$ cat src/rtl/pipe_io_pkg.sv
// Shared constants for the memory-stage input-port conditioner.
package pipe_io_pkg;
    localparam int IN_W          = 5;
    localparam int DB_CYCLES_DEF = 50000;
    localparam int CNT_W         = 16;
endpackage

$ cat src/rtl/inport_debounce.sv
// One switch bank: two-flop synchronizer, candidate/stability counter and
// debounced output with a single-cycle update pulse.
module inport_debounce
    import pipe_io_pkg::*;
#(
    parameter int DB_CYCLES = DB_CYCLES_DEF
) (
    input  logic            i_clock,
    input  logic            i_reset,
    input  logic [IN_W-1:0] i_sw,
    output logic [IN_W-1:0] o_val,
    output logic            o_upd
);
    localparam logic [CNT_W-1:0] CNT_MAX = CNT_W'(DB_CYCLES - 1);

    logic [IN_W-1:0]  r_sync1, r_sync2, r_cand, r_out;
    logic [CNT_W-1:0] r_cnt;
    logic             w_upd;

    // Candidate has been seen for DB_CYCLES synchronized cycles and is new.
    assign w_upd = (r_cnt == CNT_MAX) && (r_cand != r_out);
    assign o_upd = w_upd;
    assign o_val = r_out;

    always_ff @(posedge i_clock) begin
        if (i_reset) begin
            r_sync1 <= '0;
            r_sync2 <= '0;
            r_cand  <= '0;
            r_cnt   <= '0;
            r_out   <= '0;
        end else begin
            r_sync1 <= i_sw;
            r_sync2 <= r_sync1;
            if (r_sync2 != r_cand) begin
                r_cand <= r_sync2;
                r_cnt  <= '0;
            end else if (r_cnt != CNT_MAX) begin
                r_cnt <= r_cnt + CNT_W'(1);
            end
            if (w_upd)
                r_out <= r_cand;
        end
    end
endmodule

$ cat src/rtl/pipe_inport_cond.sv
// Debounced switch input ports with a sticky changed flag for the memory stage.
// Optional per-bank update counters cnt0/cnt1 under macro INPORT_EDGE_CNT_EN.
module pipe_inport_cond
    import pipe_io_pkg::*;
#(
    parameter int DB_CYCLES = DB_CYCLES_DEF
) (
    input  logic            clock,
    input  logic            reset,
    input  logic [IN_W-1:0] sw_port0,
    input  logic [IN_W-1:0] sw_port1,
    input  logic            ack,
    output logic [IN_W-1:0] in_port0,
    output logic [IN_W-1:0] in_port1,
    output logic            changed
`ifdef INPORT_EDGE_CNT_EN
    ,
    output logic [7:0]      cnt0,
    output logic [7:0]      cnt1
`endif
);
    logic w_upd0, w_upd1;
    logic r_changed;

    inport_debounce #(.DB_CYCLES(DB_CYCLES)) u_bank0 (
        .i_clock (clock),
        .i_reset (reset),
        .i_sw    (sw_port0),
        .o_val   (in_port0),
        .o_upd   (w_upd0)
    );

    inport_debounce #(.DB_CYCLES(DB_CYCLES)) u_bank1 (
        .i_clock (clock),
        .i_reset (reset),
        .i_sw    (sw_port1),
        .o_val   (in_port1),
        .o_upd   (w_upd1)
    );

    // A new value outranks a coincident ack so no change is ever lost.
    always_ff @(posedge clock) begin
        if (reset)
            r_changed <= 1'b0;
        else if (w_upd0 || w_upd1)
            r_changed <= 1'b1;
        else if (ack)
            r_changed <= 1'b0;
    end
    assign changed = r_changed;

`ifdef INPORT_EDGE_CNT_EN
    logic [7:0] r_cnt0, r_cnt1;

    always_ff @(posedge clock) begin
        if (reset) begin
            r_cnt0 <= '0;
            r_cnt1 <= '0;
        end else begin
            if (w_upd0) r_cnt0 <= r_cnt0 + 8'd1;
            if (w_upd1) r_cnt1 <= r_cnt1 + 8'd1;
        end
    end
    assign cnt0 = r_cnt0;
    assign cnt1 = r_cnt1;
`endif
endmodule

$ cat config.mk
export PLATFORM = sky130hd
export DESIGN_NAME = pipe_inport_cond
export DESIGN_NICKNAME = d
export VERILOG_FILES = /design/src/rtl/pipe_io_pkg.sv /design/src/rtl/inport_debounce.sv /design/src/rtl/pipe_inport_cond.sv
export SDC_FILE = /design/constraint.sdc
export NUM_CORES = 1
export LEC_CHECK = 0
export ABC_CLOCK_PERIOD_IN_PS = 2270
export BUFFER_PORTS_ARGS = -buffer_cell sky130_fd_sc_hd__buf_2
export CELL_PAD_IN_SITES_DETAIL_PLACEMENT = 0
export CELL_PAD_IN_SITES_GLOBAL_PLACEMENT = 2
export CORE_MARGIN = 5
export CORE_UTILIZATION = 39
export CTS_BUF_LIST = sky130_fd_sc_hd__clkbuf_8
export DETAILED_ROUTE_END_ITERATION = 7
export PLACE_DENSITY = 0.78
export SYNTH_ARGS = -nofsm -noshare
export SYNTH_HDL_FRONTEND = slang
export SYNTH_SLANG_ARGS = --single-unit
$ cat constraint.sdc
create_clock -name clock -period 2.27 [get_ports clock]
set_clock_uncertainty 0.1 [all_clocks]
set_input_delay 0.227 -clock clock [delete_from_list [all_inputs] [get_ports clock]]
set_output_delay 0.227 -clock clock [all_outputs]
set_load 0.005 [all_outputs]
==> Word-level counts from Yosys, hierarchy flattened <==
Cells that the tools add are included.
{ "classes": {"addsub": 2, "n_eq_ne": 8, "n_mux": 2, "reduce_logical": 6} }
{ "op_table": {"columns": ["operator", "n"], "rows": [
  ["16-bit by 1-bit adder with 16-bit output (second input constant)", 2],
  ["16-bit == test (second input constant)", 2],
  ["16-bit != test (second input constant)", 2],
  ["5-bit != test", 4],
  ["2-bit OR reduction", 2],
  ["1-bit logical AND", 2],
  ["1-bit 2-to-1 mux", 2],
  ["2-bit nonzero test", 1],
  ["1-bit logical OR", 1]
]} }
{ "word_totals": {"regBits": 73, "inputBits": 13, "output_inout_bits": 11, "elab_cells": 29} }

==> Longest topological paths before layout <==
Gate-level depths: netlist of the first run.
{ "depth": {"ltp_word": 4, "depth_mapped": 6, "ltp_nobuf": 5} }

==> Modules after synthesis <==
From an unflattened synthesis of the first run, not the netlist that was laid out.
{ "unflattened": {"hier_cells": 310, "hier_area_um2": 2997.9} }
{ "modules_own_cells": {"columns": ["module", "instances", "cells_each", "area_each_um2", "seq_area_each_um2"], "rows": [
  ["inport_debounce", 2, 153, 1481.4, 720.7],
  ["pipe_inport_cond", 1, 4, 35.0, 20.0]
]} }

==> Worst setup path after synthesis of the first run <==
No wires, ideal clock.
{ "synth_path": {"path_kind": "register to register", "start": "reg u_bank0.r_cnt[10]", "end": "reg u_bank0.r_out[3] (netlist: u_bank0.o_val[3])", "setup_ns": 0.072, "arrival_time_ns": 1.728, "required_time_ns": 2.098, "setup_slack_ns": 0.370, "path_stages_with_launch": 5, "n_path_buf": 0, "period_less_slack_ns": 1.900, "cell_sequence": "dfxtp_1 -> or4_1 -> or4_1 -> a211oi_2 -> mux2i_1"} }
{ "synth_via": {"elab_chain_len": 2} }
{ "synth_rtl": {"columns": ["element", "line_no", "source"], "rows": [
  ["start: declaration", "inport_debounce.sv:17", "logic [CNT_W-1:0] r_cnt;"],
  ["start signal: assignment", "inport_debounce.sv:39", "r_cnt <= r_cnt + CNT_W'(1);"],
  ["16-bit == test", "inport_debounce.sv:21", "assign w_upd = (r_cnt == CNT_MAX) && (r_cand != r_out);"],
  ["1-bit logical AND", "inport_debounce.sv:21", null],
  ["end signal: assignment", "inport_debounce.sv:42", "r_out <= r_cand;"],
  ["end: declaration", "inport_debounce.sv:16", "logic [IN_W-1:0] r_sync1, r_sync2, r_cand, r_out;"]
]} }
No other way between the ends.
A chain may end at the register's enable or synchronous reset.

==> Final worst setup path of the first run <==
Ends and elaborated chain as after synthesis.

==> metrics, run 1 <==
Via density between 4 and 5; Ant. Diodes 0; largest fanout on the critical path 6; #FFs+latches synth 73; Cell Count Post-Placement roughly 420; Bufs and invs on worst path 0; number of CTS-inserted buffers 9; Syn Inst Count between 300 and 400; RSZ-0062 raised after global routing false; Worst VDD drop 0.0003818 V; first-pass GRT wire length between 9 and 10 mm; Reg2Reg Depth 4; Leakage Power 0.001266 µW; fin crit share between 90% and 100%; Switching Share around a fifth; Net Switching 541.1 µW; CTS tree done; Filler Cells Inserted 686; Place WS ~0.21 ns; Min-Delay Path Class input port to flop; Synth Warn # 0; Rows 31; Placed Area about 3100 µm²; Clk pwr share a little under half; worst rel slew slack roughly 73%; drt first pass iters 4; instance count on the critical path 4; iteration-0 DRC count of the detailed router 48; Mean Syn Cell Area approximately 9.4 µm²; largest family of logic cells by synthesized area simple AND/OR/NAND/NOR gates; design area 3457 µm²; clock root buffer clkbuf_8; Most common cell on crit path or4_1; Die ar. around 9100 µm²; clock buffer depth 2; H-tree levels 3; P per Cell Area roughly 770 nW/µm²; postcts setup bufs 0; CP startpoint kind flop; path type of the worst setup path flop to flop; initial antenna violation count 0; sum of net half-perimeters after detailed placement between 3 and 4 mm; Die W 95.60 µm; CP cell instances or4_1, or4_1, a211oi_2, mux2i_1; CP Capture Point u_bank0.o_val[3]; required time of the critical path 2.44 ns; Worst-path clk slew around 0.07 ns; post-synthesis xor/xnor area fraction ~14%; worst skew pair latency ~0.34 ns; syn_nets around 320; fin crit period roughly 2.1 ns; Initial Utilization around two fifths; # setup viols final 0; Hold WS roughly 0.11 ns; Synth cell types 27; crit path DAT between 2 and 2.5 ns; most common cell after layout, fill and taps aside dfxtp_1; share of cells above drive strength 1 13.71%; P_int around 2100 µW; compound-cell area share of the yosys netlist approximately 3.5%; WL/cell roughly 12 µm; global-route usage over all layers 13.11%; top cells by area, synth dfxtp_1 51%, xnor2_1 8.6%, nor2b_1 6.8%; slowest CP cell or4_1; GPL Wtd Cong 0.7614; register share of total power between 40% and 50%; worst setup margin 0.1922 ns; # IOs 24; largest area contributor in the netlist dfxtp_1; nets 361; Worst R2R Start u_bank0.r_cnt[10]; R2R Setup Slk approximately 0.19 ns; Setup TNS 0 ns; vias in the first global route 2,028; final hold vios 0; CP delay by family, top simple AND/OR/NAND/NOR gates; largest net degree at the start of global routing 40; gr ovfl total 0; combinational share of power roughly 4%; Core ar. around 7200 µm²; Post-Synth Adder-Cell Area less than 1%; total routed wirelength approximately 5.2 mm; Post-Synth Simple-Gate Area ~26%; sequential area share after synthesis 51.14%; height of the die 95.60 µm; Synth Cell Area roughly 2900 µm²; total number of vias 2,049; hold-critical path depth 3; measured slew at the worst slew-check pin about 0.4 ns; reg-to-reg critical path endpoint u_bank0.o_val[3]; mux contribution to synthesized area between 2 and 2.5%; Routed Antenna Nets 0; drc violations 0; top-area cell type share of the netlist area approximately 50%; status finished, final reports clean; fin. max-slew vios 0; clock tree sinks 73; most frequent cells in the layout 73 x dfxtp_1, 36 x nor2_1, 31 x nor2b_1, 28 x xnor2_1, 23 x buf_2; CP Launch Point u_bank0.r_cnt[10]; fin cells roughly 450; Slowest Stage Delay on Critical Path roughly 0.57 ns; Crit. End Element flop; area grow syn2layout 20.97%; maximum clock frequency 0.4813 GHz; Max Cap Violations 0; PortBufs 23
## layer usage
layer	track usage (%)	part of all wire [%]	up-vias
met3	3.315	3.2	6
met1	16.91	50	917
li1	-	-	1103
met5	0	0	-
met2	20.15	45	23
met4	6.754	1.7	0
## area by class of cell
class                           instances  area (µm²)  area share [%]
Tap cell                               99       123.9           3.583
Sequential cell                        73        1461           42.27
Clock inverter                          5       103.9           3.004
Clock buffer                           10       137.6           3.981
Multi-Input combinational cell        214        1333           38.55
Inverter                                8       30.03          0.8686
Timing Repair Buffer                   40       267.8           7.745
## cells in the mapped netlist
cell type,count
nand2_1,21
buf_1,1
a21oi_1,10
buf_2,2
nand4_1,7
o21ai_1,4
clkbuf_1,5
nand3_1,13
nor2_1,36
ha_1,2
nor4_1,12
or3_1,2
dfxtp_1,73
a211oi_2,1
xnor2_1,28
nand2b_1,2
inv_1,8
o31a_1,1
nor2b_1,31
xor2_1,18
nor3_1,12
mux2i_1,6
or4_1,3
a21oi_2,1
buf_4,1
nand4b_1,1
or4b_1,3
## worst reg2reg max path, cell delays in order, from the launching register on
cell	delay, ns
dfxtp_1	0.37
or4_1	0.58
or4_1	0.53
a211oi_2	0.24
mux2i_1	0.21
## cells by family (layout without fill, tap and decap cells)
family          count (synthesis)  count (layout)
mux                             6               6
xor+xnor                       46              46
fa+ha+maj                       2               2
compound gates                 17              17
flops                          73              73
buf+inv                        17              63
simple gates                  143             143
## per-stage QoR
step | power [µW] | util (%)
floorplan | 1412 | -
CTS | 2694 | 48.18
global placement | 1444 | 43.42
detailed placement | 1445 | 43.42
global route | 2769 | 48.18
finish | 2655 | 48.18
## worst min path at each step
stage	endpoint	slack (ns)	startpoint
final	changed	0.11	reset
after global routing	changed	0.11	reset
after CTS	changed	0.11	reset
after detailed placement	u_bank0.r_sync2[2]	0.33	u_bank0.r_sync1[2]
after global placement	u_bank1.r_sync2[0]	0.32	u_bank1.r_sync1[0]
after floorplan	u_bank0.r_sync1[0]	0.26	sw_port0[0]
## registers in the layout, indices dropped and copies added (netlist names)
signal / flops
u_bank1.r_sync1: 5
u_bank0.r_cnt: 16
u_bank1.r_cnt: 16
u_bank0.r_sync1: 5
u_bank1.r_cand: 5
u_bank0.r_cand: 5
u_bank1.r_sync2: 5
u_bank0.o_val: 5
u_bank1.o_val: 5
u_bank0.r_sync2: 5
changed: 1
## repair_timing
action	4_1_cts	5_1_grt
hold buffers	10	0
gates resized for setup	0	0
endpoints found under the hold margin	10	0
## power by group through the flow
stage | Combinational (µW) | Sequential, µW | Clock, µW
finish | 102 | 1320 | 1230
global route | 119 | 1330 | 1320
CTS | 106 | 1320 | 1270
detailed placement | 91.8 | 1350 | 0
global placement | 91.6 | 1350 | 0
floorplan | 62.5 | 1350 | 0
Power figures use the tool's default switching activity.
==> run 2: changes to the inputs <==
- ABC_CLOCK_PERIOD_IN_PS: 2270 -> 1900
- CORE_UTILIZATION: 39 -> 35
- PLACE_DENSITY: 0.78 -> 0.73
- clock period: 2.27 -> 1.9 ns (I/O delays scaled with it)
==> run 2 against run 1 <==
The run now ends with negative setup slack left; first-iteration DRC count grew 110%; worst setup slack got worse by 0.20 ns; count of clock-buffer cells in the layout decreased by 1; die area increased by 10%; flip-flop and latch count unchanged; cell area grew 9.0%; routed wire length increased by 14%; non-clock buffer count is 29 higher; core utilization decreased by 1.6 points; critical path depth stayed put; power is 20% higher; critical endpoint is now changed; highest routed layer unchanged.
==> metrics, run 2 (synthesis results as in run 1) <==
measured slew at the worst slew-check pin between 0.4 and 0.5 ns; CP cell instances or4b_4, or4_4, a21oi_2, o31a_1; fin. max-slew vios 0; Cell Count Post-Placement 457; Worst R2R Start u_bank1.r_cnt[11]; fin crit share 100.3%; Crit. End Element flop; vias in the first global route between 2k and 2.5k; Min-Delay Path Class input port to flop; Rows 33; Leakage Power about 0.0015 µW; Filler Cells Inserted 818; max layer used met4; height of the die 100.4 µm; Worst-path clk slew 0.08 ns; iteration-0 DRC count of the detailed router between 100 and 150; global-route usage over all layers 12.49%; fin crit period between 1.5 and 2 ns; Reg2Reg Depth 4; Die ar. between 10,000 and 15,000 µm²; Initial Utilization 35.31%; crit path DAT around 2.1 ns; CTS tree done; area grow syn2layout 31.83%; largest fanout on the critical path 8; worst setup margin -0.004972 ns; RSZ-0062 raised after global routing true; path type of the worst setup path flop to flop; most common cell after layout, fill and taps aside dfxtp_1; drt first pass iters 4; met2 WL 2.679 mm; clock tree sinks between 70 and 80; Die W around 100 µm; instance count on the critical path 4; Ant. Diodes 0; slowest CP cell or4_4; # setup viols final 1; total number of vias between 2k and 2.5k; Slowest Stage Delay on Critical Path 0.61 ns; number of CTS-inserted buffers 9; status finished, violations left; P_int between 2000 and 3000 µW; Net Switching about 670 µW; gr ovfl total 0; most frequent cells in the layout 71 x dfxtp_1, 36 x nor2_1, 33 x buf_4, 31 x nor2b_1, 27 x xnor2_1; worst skew pair latency ~0.35 ns; Bufs and invs on worst path 0; Max Cap Violations 0; fin cells around 490; nets 390; initial antenna violation count 0; CP delay by family, top simple AND/OR/NAND/NOR gates; Routed Antenna Nets 0; largest net degree at the start of global routing 40; CP Launch Point u_bank1.r_cnt[11]; total routed wirelength 5.887 mm; worst rel slew slack 72.50%; violated checks negative setup slack; Worst VDD drop 0.0004560 V; Clk pwr share a little under half; sum of net half-perimeters after detailed placement 3.844 mm; P per Cell Area around 840 nW/µm²; GPL Wtd Cong around 0.76; # IOs 24; CP startpoint kind flop; maximum clock frequency 0.5249 GHz; reg-to-reg critical path endpoint changed; CP Capture Point changed; Core Util, Final 46.55%; combinational share of power about 4.4%; share of cells above drive strength 1 23.68%; H-tree levels 3; register share of total power between 40 and 50%; met3 WL between 200 and 250 µm; drc violations 0; clock root buffer clkbuf_8; R2R Setup Slk -0.005 ns; final hold vios 0; WL/cell approximately 12 µm; biggest regs u_bank0.r_cnt: 16 flops, u_bank1.r_cnt: 16 flops; required time of the critical path 2.10 ns; first-pass GRT wire length roughly 9.8 mm; Switching Share a little over a fifth; Metal-1 WL 2.851 mm; PortBufs 23; Core ar. a little over 8000 µm²; Via density ~4.6; clock buffer depth 2
==> run 2: power groups by stage <==
stage                     clock network [µW]  registers, µW  logic (µW)
after floorplan                            0           1610        74.7
after global placement                     0           1610         124
after detailed placement                   0           1610         123
after CTS                               1520           1580         139
after global routing                    1570           1580         160
final                                   1460           1580         141
==> run 2: worst min path at each step <==
stage                            from                 end  slack (ns)  cells after the start
after floorplan           sw_port0[0]  u_bank0.r_sync1[0]        0.22                      1
after global placement    sw_port1[3]  u_bank1.r_sync1[3]        0.30                      2
after detailed placement  sw_port1[3]  u_bank1.r_sync1[3]        0.30                      2
after CTS                       reset             changed        0.07                      3
after global routing            reset             changed         0.1                      3
final                           reset             changed        0.08                      3
==> run 2: final cells by class <==
type,count,area [µm²],share of cell area (%)
inverter,8,30.03,0.7971
clock inverter,7,118.9,3.155
tap,105,131.4,3.487
timing repair buffer,69,484.2,12.85
multi-input combinational,214,1415,37.56
clock buffer,9,123.9,3.288
sequential,73,1464,38.86
==> run 2: through the flow <==
| step | worst slack (ns) | cell area [µm²] | hold WS [ns] | setup TNS (ns) | power, µW |
|---|---|---|---|---|---|
| after global placement | -0.001884 | 3331 | 0.2964 | -0.001884 | 1737 |
| after floorplan | 0.0001134 | 2863 | 0.2182 | 0 | 1687 |
| after detailed placement | -0.02327 | 3331 | 0.3050 | -0.09221 | 1736 |
| final | -0.004972 | 3767 | 0.08104 | -0.004972 | 3179 |
| after CTS | -0.01585 | 3702 | 0.06855 | -0.02383 | 3232 |
| after global routing | -0.07434 | 3767 | 0.09549 | -0.3195 | 3315 |
==> run 2: per-layer routing <==
metal / global-route usage (%) / vias up
met3: 5.142 / 15
met5: 0 / -
met4: 4.352 / 0
met2: 19.01 / 37
li1: - / 1157
met1: 15.98 / 1017
==> run 2: repair_timing <==
action | CTS | global route
endpoints found under the setup margin | 8 | 17
endpoints found under the hold margin | 10 | 0
resized for setup | 6 | 14
pin swaps | 3 | 2
cloned | 1 | 1
setup buffers | 0 | 1
hold buffers | 10 | 0
==> run 2: worst reg2reg max path: cells and delay by family (launching register included) <==
family | cells | cell delay, ns
DFF | 1 | 0.32
AOI/OAI and AO/OA | 2 | 0.27
and+or+nand+nor | 2 | 1.17
